`src/rtl/imem_loader_pkg.sv`:
```
// Shared processor definitions: loader state encoding and instruction-memory geometry,
// also imported by the processor and the instruction memory.
package imem_loader_pkg;

    localparam int unsigned ADDR_W_DEF = 10;
    localparam int unsigned DATA_W_DEF = 16;

    typedef enum logic [2:0] {
        StIdle = 3'd0,
        StLen  = 3'd1,
        StData = 3'd2,
        StCsum = 3'd3,
        StDone = 3'd4,
        StErr  = 3'd5
    } state_e;

    // Only the length/payload/checksum phases talk to the host.
    function automatic logic is_active(input state_e s);
        return (s == StLen) || (s == StData) || (s == StCsum);
    endfunction

endpackage

```
`src/rtl/imem_loader_if.sv`:
```
// Host-stream, instruction-memory write and status signals of the loader.
interface imem_loader_if
    import imem_loader_pkg::*;
#(
    parameter int unsigned ADDR_W = ADDR_W_DEF,
    parameter int unsigned DATA_W = DATA_W_DEF
);

    logic              start;
    logic              in_valid;
    logic [DATA_W-1:0] in_data;
    logic              in_ready;
    logic              imem_we;
    logic [ADDR_W-1:0] imem_addr;
    logic [DATA_W-1:0] imem_wdata;
    logic              cpu_reset;
    logic              busy;
    logic              done;
    logic              error;

    modport master (
        output start, in_valid, in_data,
        input  in_ready, imem_we, imem_addr, imem_wdata, cpu_reset, busy, done, error
    );

    modport slave (
        input  start, in_valid, in_data,
        output in_ready, imem_we, imem_addr, imem_wdata, cpu_reset, busy, done, error
    );

endinterface

```
`src/rtl/loader_csum.sv`:
```
// Modular running sum of the image payload; clear wins over enable.
module loader_csum
    import imem_loader_pkg::*;
#(
    parameter int unsigned DATA_W = DATA_W_DEF
) (
    input  logic              clk,
    input  logic              i_clr,
    input  logic              i_en,
    input  logic [DATA_W-1:0] i_data,
    output logic [DATA_W-1:0] o_sum
);

    logic [DATA_W-1:0] r_sum;

    always_ff @(posedge clk) begin
        if (i_clr) begin
            r_sum <= '0;
        end else if (i_en) begin
            r_sum <= r_sum + i_data;
        end
    end

    assign o_sum = r_sum;

endmodule

```
`src/rtl/imem_loader.sv`:
```
// Streams a length-prefixed, checksummed image into instruction memory and holds the
// processor in reset until a complete, verified image has been written.
module imem_loader
    import imem_loader_pkg::*;
#(
    parameter int unsigned ADDR_W = ADDR_W_DEF,
    parameter int unsigned DATA_W = DATA_W_DEF
) (
    input  logic          clk,
    input  logic          reset,
    imem_loader_if.slave  bus
);

    localparam int unsigned CntW = ADDR_W + 1;
    // Wide enough to hold both the raw length word and 2^ADDR_W without truncation.
    localparam int unsigned CmpW = ((DATA_W > CntW) ? DATA_W : CntW) + 1;
    localparam logic [CmpW-1:0] MaxLen = CmpW'(2 ** ADDR_W);

    state_e            r_state;
    state_e            w_state_next;

    logic [CntW-1:0]   r_len;
    logic [CntW-1:0]   r_cnt;
    logic              r_we;
    logic [ADDR_W-1:0] r_addr;
    logic [DATA_W-1:0] r_wdata;

    logic              w_xfer;
    logic              w_start_ok;
    logic [CmpW-1:0]   w_len_ext;
    logic              w_len_bad;
    logic              w_last;
    logic              w_sum_ok;
    logic              w_sum_en;
    logic              w_sum_clr;
    logic [DATA_W-1:0] w_sum;

    logic              w_in_ready;
    logic              w_busy;
    logic              w_done;
    logic              w_error;
    logic              w_cpu_reset;

    assign w_xfer     = bus.in_valid && w_in_ready;
    assign w_start_ok = bus.start && !is_active(r_state);
    assign w_len_ext  = CmpW'(bus.in_data);
    assign w_len_bad  = (w_len_ext == '0) || (w_len_ext > MaxLen);
    assign w_last     = (r_cnt + CntW'(1)) == r_len;
    assign w_sum_ok   = bus.in_data == w_sum;
    assign w_sum_en   = (r_state == StData) && w_xfer;
    assign w_sum_clr  = reset || w_start_ok;

    loader_csum #(
        .DATA_W (DATA_W)
    ) u_csum (
        .clk    (clk),
        .i_clr  (w_sum_clr),
        .i_en   (w_sum_en),
        .i_data (bus.in_data),
        .o_sum  (w_sum)
    );

    always_ff @(posedge clk) begin
        if (reset) begin
            r_state <= StIdle;
        end else begin
            r_state <= w_state_next;
        end
    end

    always_comb begin
        w_state_next = r_state;
        unique case (r_state)
            StIdle, StDone, StErr: begin
                if (bus.start) w_state_next = StLen;
            end
            StLen: begin
                if (w_xfer) w_state_next = w_len_bad ? StErr : StData;
            end
            StData: begin
                if (w_xfer && w_last) w_state_next = StCsum;
            end
            StCsum: begin
                if (w_xfer) w_state_next = w_sum_ok ? StDone : StErr;
            end
            default: w_state_next = StIdle;
        endcase
    end

    always_comb begin
        w_in_ready  = 1'b0;
        w_busy      = 1'b0;
        w_done      = 1'b0;
        w_error     = 1'b0;
        w_cpu_reset = 1'b1;
        unique case (r_state)
            StLen, StData, StCsum: begin
                w_in_ready = 1'b1;
                w_busy     = 1'b1;
            end
            StDone: begin
                w_done      = 1'b1;
                w_cpu_reset = 1'b0;
            end
            StErr:   w_error = 1'b1;
            default: ;
        endcase
    end

    // Write port is registered: the strobe lands one cycle after the payload transfer and
    // address/data hold their last values between strobes.
    always_ff @(posedge clk) begin
        if (reset) begin
            r_len   <= '0;
            r_cnt   <= '0;
            r_we    <= 1'b0;
            r_addr  <= '0;
            r_wdata <= '0;
        end else begin
            r_we <= 1'b0;
            if (w_start_ok) begin
                r_cnt <= '0;
            end
            if ((r_state == StLen) && w_xfer && !w_len_bad) begin
                r_len <= w_len_ext[CntW-1:0];
            end
            if ((r_state == StData) && w_xfer) begin
                r_we    <= 1'b1;
                r_addr  <= r_cnt[ADDR_W-1:0];
                r_wdata <= bus.in_data;
                r_cnt   <= r_cnt + CntW'(1);
            end
        end
    end

    assign bus.in_ready   = w_in_ready;
    assign bus.busy       = w_busy;
    assign bus.done       = w_done;
    assign bus.error      = w_error;
    assign bus.cpu_reset  = w_cpu_reset;
    assign bus.imem_we    = r_we;
    assign bus.imem_addr  = r_addr;
    assign bus.imem_wdata = r_wdata;

endmodule

```
`src/flat_wrapper.sv`:
```
// flat-port wrapper written by rule: the top's interface ports become plain ports
module imem_loader_flat import imem_loader_pkg::*;
#(
    parameter int unsigned ADDR_W = ADDR_W_DEF,
    parameter int unsigned DATA_W = DATA_W_DEF
)
  (clk, reset, bus_start, bus_in_valid, bus_in_data, bus_in_ready, bus_imem_we, bus_imem_addr, bus_imem_wdata, bus_cpu_reset, bus_busy, bus_done, bus_error);
  imem_loader_if #(.ADDR_W(ADDR_W), .DATA_W(DATA_W)) bus_i ();
  input  logic clk;
  input  logic reset;
  input wire logic [$bits(bus_i.start)-1:0] bus_start;
  input wire logic [$bits(bus_i.in_valid)-1:0] bus_in_valid;
  input wire logic [$bits(bus_i.in_data)-1:0] bus_in_data;
  output wire logic [$bits(bus_i.in_ready)-1:0] bus_in_ready;
  output wire logic [$bits(bus_i.imem_we)-1:0] bus_imem_we;
  output wire logic [$bits(bus_i.imem_addr)-1:0] bus_imem_addr;
  output wire logic [$bits(bus_i.imem_wdata)-1:0] bus_imem_wdata;
  output wire logic [$bits(bus_i.cpu_reset)-1:0] bus_cpu_reset;
  output wire logic [$bits(bus_i.busy)-1:0] bus_busy;
  output wire logic [$bits(bus_i.done)-1:0] bus_done;
  output wire logic [$bits(bus_i.error)-1:0] bus_error;
  assign bus_i.start = bus_start;
  assign bus_i.in_valid = bus_in_valid;
  assign bus_i.in_data = bus_in_data;
  assign bus_in_ready = bus_i.in_ready;
  assign bus_imem_we = bus_i.imem_we;
  assign bus_imem_addr = bus_i.imem_addr;
  assign bus_imem_wdata = bus_i.imem_wdata;
  assign bus_cpu_reset = bus_i.cpu_reset;
  assign bus_busy = bus_i.busy;
  assign bus_done = bus_i.done;
  assign bus_error = bus_i.error;
  imem_loader #(.ADDR_W(ADDR_W), .DATA_W(DATA_W)) u_core (.clk(clk), .reset(reset), .bus(bus_i));
endmodule
```
`config.mk`:
```
export PLATFORM = sky130hd
export DESIGN_NAME = imem_loader_flat
export DESIGN_NICKNAME = d
export VERILOG_FILES = /design/src/rtl/imem_loader_pkg.sv /design/src/rtl/imem_loader_if.sv /design/src/rtl/loader_csum.sv /design/src/rtl/imem_loader.sv /design/src/flat_wrapper.sv
export SDC_FILE = /design/constraint.sdc
export NUM_CORES = 1
export LEC_CHECK = 0
export CORE_ASPECT_RATIO = 1.4
export CORE_MARGIN = 1.5
export CORE_UTILIZATION = 45
export DETAILED_ROUTE_END_ITERATION = 6
export PLACE_DENSITY = 0.67
export SYNTH_ARGS = -nofsm -noshare
export SYNTH_HDL_FRONTEND = slang
export SYNTH_HIERARCHICAL = 1
export SYNTH_SLANG_ARGS = --single-unit
```
`constraint.sdc`:
```
create_clock -name clk -period 4.4 [get_ports clk]
set_input_delay 0.88 -clock clk [delete_from_list [all_inputs] [get_ports clk]]
set_output_delay 0.88 -clock clk [all_outputs]
set_load 0.02 [all_outputs]
```
==> results of run 1 <==
[stage by stage]
stage	utilization [%]	std cells	power, W
final	56.3	628	0.00198
after global routing	56.3	628	0.00208
after CTS	56.3	628	0.00199
after detailed placement	52.6	612	0.00125
after global placement	52.6	612	0.00124
after floorplan	-	480	0.00107
[cell type report]
cell class,instances,share of cell area [%]
repair buffers,55,11.2
multi-input cells,377,50.5
clock buffers,11,5.28
inverters,7,0.549
well taps,105,2.75
flip-flops and latches,68,28.4
clock inverters,5,1.25
[registers in the layout (all words and copies together) (netlist names)]
register               flops
u_core/bus.imem_addr      10
u_core/r_cnt              11
u_core/bus.imem_we         1
u_core/u_csum/o_sum       16
u_core/r_len              11
u_core/r_state             3
u_core/bus.imem_wdata     16
[power groups by stage]
| stage | combinational [W] | clock (W) | sequential, W |
|---|---|---|---|
| floorplan | 0.000354 | 0 | 0.000721 |
| global placement | 0.000531 | 0 | 0.000708 |
| detailed placement | 0.000539 | 0 | 0.000710 |
| CTS | 0.000542 | 0.000756 | 0.000697 |
| global route | 0.000589 | 0.000785 | 0.000703 |
| finish | 0.000540 | 0.000742 | 0.000698 |
[synthesized netlist by cell type (all sizes together), types with 2 or more instances]
master   number
a211o         2
a211oi        4
a21boi        2
a21o         10
a21oi        47
a221oi        4
a31oi         2
and3          3
buf          10
clkbuf       18
dfxtp        68
ha           16
inv           7
mux2i        20
nand2        69
nand2b        6
nand3        14
nand3b        4
nand4         6
nor2         50
nor2b         2
nor3          9
nor3b         7
nor4          6
nor4b         2
o2111ai       2
o21a          2
o21ai        17
o22ai         2
o311ai        2
or2           2
or3           5
or4b          2
xnor2        24
xor2         14
[routing by layer]
layer	vias to the layer above	wire length (um)	part of all wire (%)	track usage [%]
met1	1650	4310	43	28.6
met3	12	301	3.0	5.28
met5	-	0	0	0
met2	59	5250	52	39.2
met4	0	156	1.6	9.04
li1	1776	-	-	-
[cells by family after synthesis]
family	after synthesis
AOI/OAI and AO/OA	108
xor gates and xnor gates	38
adders and majority gates	17
buffers and inverters	35
DFF	68
muxes	21
and+or+nand+nor	193
[cells in the final DEF, fill, tap and decap left out, types with 10 or more instances in the layout]
| master | n |
|---|---|
| xor2_1 | 14 |
| dfxtp_1 | 68 |
| ha_1 | 16 |
| nand3_1 | 14 |
| clkdlybuf4s50_1 | 50 |
| mux2i_1 | 20 |
| xnor2_1 | 24 |
| nor2_1 | 50 |
| a21o_1 | 10 |
| a21oi_1 | 46 |
| nand2_1 | 69 |
[final timing paths]
kind	slack, ns	cells past startpoint	endpoint	startpoint
setup / recovery	1.11	9	u_core/u_csum/o_sum[14]	bus_in_data[0]
hold reg to reg	0.45	2	u_core/bus.imem_addr[8]	u_core/bus.imem_addr[8]
setup reg to reg	1.92	8	u_core/u_csum/o_sum[14]	u_core/u_csum/o_sum[0]
hold / removal	0.45	2	u_core/bus.imem_addr[8]	u_core/bus.imem_addr[8]
[worst max-delay path: stages]
cell and delay [ns]:
clkdlybuf4s50_1 0.51, ha_1 0.29, fa_1 0.41, a21o_1 0.22, a311o_1 0.40, nand2_1 0.13
o221ai_2 0.12, nor4bb_1 0.16, or3_1 0.39
==> impl_metrics.yaml, run 1 <==
layout:
  num-fill-cells: 787
  seqCellArea_mm2: 0.00136
  finalInstanceArea_mm2: 0.00479
  layout-drive-gt1-share_pct: 6.69
  antenna_cells: 0
  multiInputGateArea_mm2: 0.00242
  area_growth_pct: 21.7
  layout.nets: 555
timing:
  rsz0062_at_grt: "false"
  finalSetupTns_ns: 0
  timing.fmax_ghz: 0.304
  finalCriticalPeriod_ns: 3.29
  slew_viol_final: 0
  hold_viol: 0
  holdWs_ns: 0.453
  finClkSkew_ns: 0.00555
  finalCritPeriodShare_pct: 74.9
  timing.final.ws_setup_ns: 1.11
  slew_headroom_pct: 35.1
  setup_viol: 0
  worstMarginPinSlew_ns: 0.974
yosys:
  syn_nets: 517
  ys_top_cells_by_area: "dfxtp_1 35%, nand2_1 6.6%, a21oi_1 5.9%, xnor2_1 5.3%, ha_1 5.1%"
  yosys.area.top_type: "dfxtp_1"
  synth-edff-count: 0
  netlist.area_leader.share_pct: 34.6
  netlist_instances: 480
  yosysWarnings: 6
  synthMuxAreaShare_pct: 5.38
  yosys.area_share.simple_pct: 23.8
  ys_types: 66
  synth_fa_ha_area_share_pct: 5.60
  synth_top_family_by_area: "simple AND/OR/NAND/NOR gates"
  synth-seq-area-share_pct: 34.6
  ys.flop_type: "dfxtp_1"
  postSynthAreaPerCell_um2: 8.19
  async_flop_share_pct: 0
  synth_compound_area_share_pct: 18.1
  synth_area_mm2: 0.00393
  ys_ff_latch: 68
  synth_xor_area_share_pct: 8.47
pwr:
  pwr-share-comb_pct: 27.3
  p_leak_nw: 1.77
  internal_power_w: 0.00134
  seq_power_share_pct: 35.2
  netSwitchingPower_w: 0.000637
  p_sw_share_pct: 32.2
  power.density_mw_per_mm2: 414
  clkPwrFrac_pct: 37.5
  vdd_drop_max_uv: 237
critical_path:
  cp_data_arrival_time_ns: 3.51
  critPathLaunchType: "input pin"
  cp_max_fo: 5
  end_kind: "register"
  path_class: "in2reg"
  critPathRequiredTime_ns: 4.62
grt:
  grt_pass1_vias: 3311
  overflow: 0
  grt_max_degree: 53
  antenna_found_initial: 0
  grt_pass1_wl_mm: 16.5
  grtUsageTotal_pct: 23.4
run:
  maxCapViolCount: 0
floorplanning:
  io_pins: 52
  initial_core_util_pct: 46.2
  dieWidth_um: 82.0
  rows: 40
  dieArea_mm2: 0.00931
  die-height_um: 114
  core-area_mm2: 0.00851
clocking:
  clock_path_buffers: 2
  cts-root-buf: "clkbuf_16"
  cts_setup_buffers: 0
  holdBufCountCts: 0
  htreeDepth: 3
  clk_pin_slew_worst_paths_ns: 0.06
  cts.repair.resized: 0
  cts_made_buffers: 9
  worstSkewPairLatency_ns: 0.33
  cts_tree: "built"
  numClockSinks: 68
placed_design:
  dp_hpwl_mm: 7.20
  detailed_place.area_mm2: 0.00447
  gp_congestion: 0.878
  place_ws_ns: 0.762
  port_buffers: 51
routing:
  drc: 0
  drtAntennaViolNets: 0
  firstDrtPassIters: 5
  routed_wl_mm: 10.0
  via_per_inst: 5.57
  vias: 3497
  wl_per_cell_um: 16.0
  drtIter0Drc: 210
min_path:
  hold_path_class: "reg2reg"
run_status:
  status: "finished, final reports clean"
No activity file was read; power rests on OpenSTA's default activity.
==> run 2, diff against run 1 <==
- clock period: 4.4 -> 3.1 ns (I/O delays scaled with it)
==> impl_metrics.yaml, run 2 (synthesis results as in run 1) <==
floorplanning:
  die-height_um: 114
  core-area_mm2: 0.00851
  dieWidth_um: 82.0
  io_pins: 52
  rows: 40
  dieArea_mm2: 0.00931
  initial_core_util_pct: 46.2
routing:
  firstDrtPassIters: 4
  vias: 3662
  drc: 0
  drtAntennaViolNets: 0
  routed_wl_mm: 10.3
  drtIter0Drc: 198
  via_per_inst: 5.64
  wl_per_cell_um: 15.9
layout:
  area_growth_pct: 25.5
  most-common-layout-cells: "69 x nand2_1, 68 x dfxtp_1, 50 x clkdlybuf4s50_1, 50 x nor2_1, 46 x a21oi_1"
  mostFrequentLayoutCell: "nand2_1"
  layout.nets: 576
  layout-drive-gt1-share_pct: 10.3
  antenna_cells: 0
clocking:
  cts.repair.resized: 0
  cts_tree: "built"
  holdBufCountCts: 0
  numClockSinks: 68
  cts-root-buf: "clkbuf_16"
  clk_pin_slew_worst_paths_ns: 0.06
  worstSkewPairLatency_ns: 0.33
  cts_setup_buffers: 0
  cts_made_buffers: 9
  clock_path_buffers: 2
  htreeDepth: 3
critical_path:
  critPathCapture: "u_core/u_csum/o_sum[14]"
  crit_start: "bus_in_data[0]"
  critPathLaunchType: "input pin"
  end_kind: "register"
  cp_cell_sequence: "clkdlybuf4s50_1, ha_1, fa_1, a21o_1, a311o_1, nand2_1, o221ai_2, nor4bb_1, or3_1"
  reg2reg_setup_slack_ns: 0.63
  cp_data_arrival_time_ns: 3.09
  critPathRequiredTime_ns: 3.32
  critPathSlowestCell: "clkdlybuf4s50_1"
  slowest_delay_ns: 0.43
  path_class: "in2reg"
  reg2reg_depth: 8
  timing.rr.start: "u_core/u_csum/o_sum[0]"
  cp_max_fo: 2
  reg2reg_to: "u_core/u_csum/o_sum[14]"
pwr:
  seq_power_share_pct: 35.2
  power_w: 0.00281
  internal_power_w: 0.00190
  p_sw_share_pct: 32.4
  power.density_mw_per_mm2: 571
  clkPwrFrac_pct: 36.5
  pwr-share-comb_pct: 28.3
  vdd_drop_max_uv: 304
  netSwitchingPower_w: 0.000911
  p_leak_nw: 1.86
timing:
  timing.fmax_ghz: 0.348
  finalCritPeriodShare_pct: 92.7
  finalCriticalPeriod_ns: 2.87
  slew_headroom_pct: 33.8
  finalSetupTns_ns: 0
  setup_viol: 0
  timing.final.ws_setup_ns: 0.227
  slew_viol_final: 0
  hold_viol: 0
  finClkSkew_ns: 0.00666
  rsz0062_at_grt: "false"
  worstMarginPinSlew_ns: 0.993
min_path:
  hold_path_class: "reg2reg"
  hold_start: "u_core/bus.imem_addr[5]"
grt:
  grt_pass1_vias: 3552
  overflow: 0
  grtUsageTotal_pct: 23.8
  grt_max_degree: 53
  antenna_found_initial: 0
  grt_pass1_wl_mm: 16.9
placed_design:
  gp_congestion: 0.914
  place_ws_ns: -0.107
  dp_hpwl_mm: 7.54
  port_buffers: 51
run:
  maxCapViolCount: 0
run_status:
  status: "finished, final reports clean"
-- run 2: cell types whose count changed in the layout (fill, tap and decap cells not counted), sizes merged --
cell,change
buf,+21
clkbuf,-1
clkinvlp,+1
-- run 2: how the worst min path moves through the flow --
stage / cells after the start / to / slack, ns
floorplan: 2 / u_core/bus.imem_addr[1] / 0.47
global placement: 2 / u_core/bus.imem_addr[2] / 0.44
detailed placement: 2 / u_core/bus.imem_addr[7] / 0.45
CTS: 2 / u_core/bus.imem_addr[7] / 0.45
global route: 2 / u_core/bus.imem_wdata[8] / 0.47
finish: 2 / u_core/bus.imem_addr[5] / 0.45
-- run 2: final cells by class --
cell class	count	area (um^2)
Fill cell	804	3570
Timing Repair Buffer	76	693
Clock inverter	6	63.8
Sequential cell	68	1360
Clock buffer	10	239
Tap cell	105	131
Inverter	7	26.3
Multi-Input combinational cell	377	2420
-- run 2: power groups by stage --
stage	Sequential (W)	Clock [W]	Combinational [W]
global route	0.000999	0.00109	0.000866
floorplan	0.00102	0	0.000502
detailed placement	0.00101	0	0.000792
CTS	0.000991	0.00105	0.000797
global placement	0.00101	0	0.000783
finish	0.000991	0.00103	0.000795
-- run 2: routing by layer --
layer	GRT usage, %	part of all wire [%]	vias to the layer above
li1	-	-	1824
met1	27.2	41	1740
met2	42.2	54	73
met3	4.00	2.6	25
met4	10.2	2.6	0
met5	0	0	-
-- run 2: critical path: cells and delay by family --
kind	cells	cell delay, ns
fa+ha+maj	2	0.65
compound gates	3	0.73
buf+inv	1	0.43
simple gates	3	0.66
-- run 2: stage by stage --
step	hold slack [ns]	instances	utilization (%)	cell area, um^2
2_1_floorplan	0.469	480	-	3930
3_3_place_gp	0.441	633	54.4	4630
3_5_place_dp	0.445	633	54.4	4630
4_1_cts	0.453	649	58.0	4930
5_1_grt	0.472	649	58.0	4930
6_report	0.451	649	58.0	4930
